[src/rtl/updn_counter.sv]
// ---------------------------------------------------------------------------
// updn_counter
//
// Parametrised synchronous up/down counter. It supports count enable,
// direction control, parallel load, wrap-or-saturate mode, a combinational
// terminal-count output for cascading, and a registered wrap pulse.
//
// Parameters:
//   WIDTH    counter width in bits (1..32)
//   MAX      terminal value; the count range is 0..MAX (MAX <= 2**WIDTH-1)
//   RST_VAL  value taken on reset (must be <= MAX)
//
// Ports:
//   clk          rising-edge clock
//   reset        asynchronous, active-low reset
//   en           count enable
//   up           direction: 1 = increment, 0 = decrement
//   load         synchronous parallel load (overrides en/up/sat)
//   load_val     value to load; clamped to MAX
//   sat          1 = saturate at the range ends, 0 = wrap
//   count_out    current count (registered)
//   tc           terminal count (combinational from en, up, count_out)
//   wrap         one-cycle registered pulse after a wrapping edge
//   wrap_clr     clears the sticky wrap flag   (UPDN_COUNTER_STICKY_EN only)
//   wrap_sticky  sticky wrap flag              (UPDN_COUNTER_STICKY_EN only)
//
// Optional feature macro: UPDN_COUNTER_STICKY_EN adds the sticky wrap flag.
// ---------------------------------------------------------------------------
module updn_counter #(
  parameter int unsigned      WIDTH   = 4,
  parameter logic [WIDTH-1:0] MAX     = {WIDTH{1'b1}},
  parameter logic [WIDTH-1:0] RST_VAL = {WIDTH{1'b0}}
) (
  input  logic             clk,
  input  logic             reset,
  input  logic             en,
  input  logic             up,
  input  logic             load,
  input  logic [WIDTH-1:0] load_val,
  input  logic             sat,
`ifdef UPDN_COUNTER_STICKY_EN
  input  logic             wrap_clr,
  output logic             wrap_sticky,
`endif
  output logic [WIDTH-1:0] count_out,
  output logic             tc,
  output logic             wrap
);

  localparam logic [WIDTH-1:0] ZERO = {WIDTH{1'b0}};
  localparam logic [WIDTH-1:0] ONE  = WIDTH'(1);

  logic [WIDTH-1:0] count_q;
  logic [WIDTH-1:0] count_d;
  logic             wrap_q;
  logic             wrap_d;

  // Loaded values above MAX would leave the legal range, so they are clamped.
  function automatic logic [WIDTH-1:0] clamp_to_max(input logic [WIDTH-1:0] v);
    if (v > MAX) begin
      return MAX;
    end else begin
      return v;
    end
  endfunction

  // Next-count and wrap-pulse logic; the first matching condition wins.
  always_comb begin
    count_d = count_q;
    wrap_d  = 1'b0;
    if (load) begin
      count_d = clamp_to_max(load_val);
    end else if (!en) begin
      count_d = count_q;
    end else if (up) begin
      if (count_q == MAX) begin
        // Arithmetic is modulo MAX+1, so wrapping up lands on zero.
        if (sat) begin
          count_d = count_q;
        end else begin
          count_d = ZERO;
          wrap_d  = 1'b1;
        end
      end else begin
        count_d = count_q + ONE;
      end
    end else begin
      if (count_q == ZERO) begin
        if (sat) begin
          count_d = count_q;
        end else begin
          count_d = MAX;
          wrap_d  = 1'b1;
        end
      end else begin
        count_d = count_q - ONE;
      end
    end
  end

  // Count and wrap-pulse registers.
  always_ff @(posedge clk or negedge reset) begin
    if (!reset) begin
      count_q <= RST_VAL;
      wrap_q  <= 1'b0;
    end else begin
      count_q <= count_d;
      wrap_q  <= wrap_d;
    end
  end

`ifdef UPDN_COUNTER_STICKY_EN
  logic wrap_sticky_q;
  logic wrap_sticky_d;

  // Sticky flag: a new wrap takes precedence over a simultaneous clear.
  always_comb begin
    wrap_sticky_d = wrap_sticky_q;
    if (wrap_d) begin
      wrap_sticky_d = 1'b1;
    end else if (wrap_clr) begin
      wrap_sticky_d = 1'b0;
    end else begin
      wrap_sticky_d = wrap_sticky_q;
    end
  end

  // Sticky flag register.
  always_ff @(posedge clk or negedge reset) begin
    if (!reset) begin
      wrap_sticky_q <= 1'b0;
    end else begin
      wrap_sticky_q <= wrap_sticky_d;
    end
  end

  assign wrap_sticky = wrap_sticky_q;
`endif

  // Terminal count is combinational so a cascaded stage sees it in the same
  // cycle and advances on the very edge where this stage wraps.
  assign tc        = en & ((up & (count_q == MAX)) | (~up & (count_q == ZERO)));
  assign count_out = count_q;
  assign wrap      = wrap_q;

endmodule
[config.mk]
export PLATFORM = sky130hd
export DESIGN_NAME = updn_counter
export DESIGN_NICKNAME = d
export VERILOG_FILES = /design/src/rtl/updn_counter.sv
export SDC_FILE = /design/constraint.sdc
export NUM_CORES = 1
export LEC_CHECK = 0
export BUFFER_PORTS_ARGS = -buffer_cell sky130_fd_sc_hd__clkbuf_2
export CAP_MARGIN = 0
export CORE_AREA = 2 2 39 41
export DETAILED_ROUTE_END_ITERATION = 8
export DIE_AREA = 0 0 41 43
export HOLD_SLACK_MARGIN = 0.05
export PLACE_DENSITY = 0.57
export SLEW_MARGIN = 5
export SYNTH_ARGS = -nofsm -noshare
export SYNTH_HDL_FRONTEND = slang
export SYNTH_SLANG_ARGS = --single-unit
export TNS_END_PERCENT = 20
[constraint.sdc]
create_clock -name clk -period 2.19 [get_ports clk]
set_clock_uncertainty 0.15 [all_clocks]
set_input_delay 0.219 -clock clk [delete_from_list [all_inputs] [get_ports clk]]
set_output_delay 0.219 -clock clk [all_outputs]
set_load 0.01 [all_outputs]
==> Word-level counts from Yosys, hierarchy flattened <==
Cells that the tools add are included.
{ "op_classes": {"addsub": 2, "magnitude_cmp": 1, "n_eq_ne": 3, "muxes": 14, "bitwise": 5, "n_reduce_logical": 3} }
{ "op_table": {"columns": ["operator", "count"], "rows": [
  ["$mux 4", 8],
  ["$ne 4x4->1 const B", 2],
  ["$mux 1", 6],
  ["$add 4x1->4 const B", 1],
  ["$eq 4x4->1 const B", 1],
  ["$gt 4x4->1 const B", 1],
  ["$logic_not 4->1", 1],
  ["$sub 4x1->4 const B", 1],
  ["$and 1x1->1", 3],
  ["$reduce_and 3->1", 1],
  ["$reduce_bool 2->1", 1],
  ["$not 1->1", 1],
  ["$or 1x1->1", 1]
]} }
{ "totals": {"register_bits": 5, "input_bits": 10, "out_inout_bits": 6, "word_cells": 30} }

==> Logic depth before layout (Yosys ltp) <==
{ "logic_depth": {"word_depth": 5, "ltp_mapped": 7, "mapped_depth_nobuf": 7} }

==> Least setup slack after synthesis <==
No wires, ideal clock.
{ "synth_timing": {"kind": "register to register", "start": "reg count_q[0], in the netlist count_out[0]", "end": "reg count_q[0], in the netlist count_out[0]", "setup_ns": 0.137, "arrival_ns": 1.591, "required_ns": 1.903, "slack_ns": 0.312, "stages_incl_launch_ff": 8, "n_path_buf": 0, "period_less_slack_ns": 1.878, "cell_sequence": "dfrtp_1 inv_1 ha_1 or3b_4 mux2i_4 a21oi_2 mux2i_1 o21ai_0"} }
{ "synth_between": {"elab_chain_len": 5} }
{ "synth_rtl": {"columns": ["element", "line", "source"], "rows": [
  ["start: declaration", "53", "logic [WIDTH-1:0] count_q;"],
  ["start signal: assignment", "107", "count_q <= count_d;"],
  ["$sub 4x1->4, or another cell as far along", "96", "count_d = count_q - ONE;"],
  ["$mux 4, on equally long branches", "88, 76", null],
  ["$mux 4", "75", "end else if (up) begin"],
  ["$mux 4", "73", "end else if (!en) begin"],
  ["$mux 4", "71", "if (load) begin"]
]} }
Parallel ways exist; a longest one is shown, timed or not. The select of a mux whose other input is x is not followed.
A chain may end at the register's enable or synchronous reset.

==> Worst setup path after layout <==
{ "layout_timing": {"start": "reg count_q[0], in the netlist count_out[0]", "end": "out tc"} }
{ "layout_between": {"elab_chain_len": 4} }
{ "layout_rtl": {"columns": ["element", "line", "source"], "rows": [
  ["$eq 4x4->1 or $logic_not 4->1 (tied branches)", "142", "assign tc = en & ((up & (count_q == MAX)) | (~up & (count_q == ZERO)));"],
  ["$and 1x1->1", "142", null],
  ["$or 1x1->1 *", "142", null],
  ["$and 1x1->1 *", "142", null],
  ["end: declaration", "46", "output logic tc,"]
]} }
Every way passes the cells marked *; elsewhere a longest branch is shown, timed or not.

==> metrics.txt <==
Synth Area in Adders 0.0627; drt pass-1 iters 4; post-synthesis mux area share 0.132; IO Pins 16; ANT cells 0; cell count after synthesis 45; largest cells by area after synthesis dfrtp_1 31%, mux2i_1 7.5%, ha_1 6.3%; Wirelength per Cell about 10 um; Layout Cells excl Fill about 90; Setup CP Type flip-flop to output pin; Mapped Area 399 sq um; largest net degree at the start of global routing 11; Final Power approximately 0.36 mW; final core utilization 0.438; Cell Int Power 0.246 mW; Initial Utilization 0.288; synthesis-stage register bit count 5; R2R Path Start count_out[0]$_DFFE_PN0P_; hold-critical path depth 2; Combinational Power Share 0.386; mean post-synth cell area 8.87 sq um; fin. max-slew vios 0; CP required 1.82 ns; Synth top area share 0.313; Top FF cell, synth dfrtp_1; RSZ-0062 raised after global routing no; Max-slew headroom 0.826; Setup crit end kind output pin; endpoints failing hold 0; DP Cell Count 76; DIE AREA 1760 sq um; worst reg-to-reg setup slack ~0.2 ns; post-route worst setup slack 0.0946 ns; H-tree Lvls 1; die height approximately 43 um; CP max FO 3; hold slack 0.139 ns; part of the power in registers 0.329; gr ovfl total 0; Compound-Gate Fraction of Synth Area 0.213; max_cap viols 0; final setup violation count 0; first-pass GRT wire length roughly 1400 um; Net Count, Synth 57; leading area contributor after synthesis dfrtp_1; Power Dens Cells between 600 and 700 nW/um^2; DP Wirelength around 710 um; Seq/Total Area, Yosys 0.313; placed inst area between 400 and 500 sq um; Fin Setup TNS 0 ns; CTS Buf Count 3; Skew-Pair Late Insertion Delay 0.24 ns; Min Clock Period, post-route 2.10 ns; clock network fraction of total power 0.285; Vias/cell 4.78; Post-Synth XOR/XNOR Area 0.0439; crit path DAT 1.73 ns; Worst Hold Path EP wrap$_DFF_PN0_; worst r2r dst count_out[1]$_DFFE_PN0P_; area added between synthesis and finish 51.7%; Synth Area in Simple Gates 0.179; Yosys warnings 0; initial antenna violation count 0; Peak Freq roughly 480 MHz; Total GRT Usage 0.122; design area between 600 and 700 sq um; fillers ~150; Die Wd approximately 40 um; Starting DRT DRC Count 7; Synth cell types 24; RD Place Congestion slightly below 0.7; status finished clean; Hold Startpoint load; clock buffer depth 2; slew of the pin with the lowest slew margin ~0.26 ns; Setup crit start kind flip-flop; R2R depth 8; CTS tree built; Hold WC Path Type input port to flip-flop; Total Routed Length slightly below 900 um; switching power total 0.118 mW; most numerous cell in the Yosys netlist nand2_1; number of nets with antenna violations after routing 0; fin crit share 0.957; Final #Nets 85; Vias ~420; Clock Sinks 5; Core Area between 1000 and 1500 sq um; Post-synth EDFFs 0; clock transition at the registers of the reported paths approximately 0.040 ns; root buffer selected by CTS clkbuf_4; largest family of logic cells by synthesized area compound AO/OA/AOI/OAI gates; Sw Ratio 0.324; DRC 0; top cells by count, synth 6 x nand2_1, 5 x dfrtp_1, 5 x inv_1; PortBufs 15; ys async rst share 1.00; maximum VDD drop 0.260 mV; pre-CTS setup slack ~0.25 ns; layout cells sized above 1 0.389; Leak about 0.29 nW; Std-Cell Rows 14; vias in the first global route 353
## layer usage
layer	vias to the layer above	GRT usage	routed length (um)
met1	188	0.144	410
met3	2	0.0471	47
met4	0	0.120	17
li1	218	-	-
met2	13	0.156	414
met5	-	0	0
## how the worst max path moves through the flow
stage / startpoint / to / cells after the start
detailed placement: count_out[1]$_DFFE_PN0P_ / count_out[0]$_DFFE_PN0P_ / 7
global placement: count_out[1]$_DFFE_PN0P_ / count_out[0]$_DFFE_PN0P_ / 7
floorplan: count_out[0]$_DFFE_PN0P_ / count_out[0]$_DFFE_PN0P_ / 7
global route: count_out[0]$_DFFE_PN0P_ / tc / 6
CTS: count_out[1]$_DFFE_PN0P_ / tc / 6
finish: count_out[0]$_DFFE_PN0P_ / tc / 6
## power by group through the flow
stage	Sequential (mW)	Combinational, mW	Clock [mW]
floorplan	0.127	0.0744	0
global placement	0.122	0.121	0
detailed placement	0.123	0.122	0
CTS	0.122	0.131	0.109
global route	0.122	0.156	0.113
finish	0.120	0.141	0.104
## cell type report
type / instances / area (sq um) / share of cell area
multi-input cells: 34 / 256 / 0.424
well taps: 16 / 20.0 / 0.0331
repair buffers: 24 / 158 / 0.260
inverters: 5 / 18.8 / 0.0310
flip-flops and latches: 5 / 126 / 0.209
clock buffers: 4 / 26.3 / 0.0434
## worst max-delay path, stage by stage (launching register included)
cell,delay (ns)
dfrtp_1,0.39
inv_1,0.08
ha_2,0.19
or3b_4,0.40
mux2i_4,0.15
and2_4,0.16
clkbuf_2,0.12
## state kept, by name, indices dropped and copies added (netlist names)
signal,count
count_out,4
wrap,1
## cells in the final DEF, fill, tap and decap left out, types with 2 or more instances in the layout
cell / Yosys / routed
inv_1: 5 / 5
o21ai_0: 3 / 3
a21oi_1: 2 / 2
clkbuf_4: 0 / 3
buf_4: 0 / 3
xnor2_1: 2 / 2
nand2_1: 6 / 6
mux2i_1: 3 / 3
dfrtp_1: 5 / 4
clkbuf_2: 0 / 15
dlygate4sd3_1: 0 / 6
nor2_1: 2 / 2
## cells by family (layout without fill, tap and decap cells)
family                     count (synthesis)  count (layout)
muxes                                      4               4
DFF                                        5               5
xor gates and xnor gates                   2               2
AOI/OAI and AO/OA                         13              13
and+or+nand+nor                           13              13
adders and majority gates                  2               2
buffers and inverters                      6              33
## repair_timing
action | 4_1_cts | 5_1_grt
hold buffers | 6 | 0
buffers inserted | 0 | 2
endpoints found under the setup margin | 1 | 1
gates resized for setup | 1 | 2
pin swaps | 0 | 0
hold endpoints to repair | 10 | 0
Note: power is estimated with default switching activity, not from simulation.
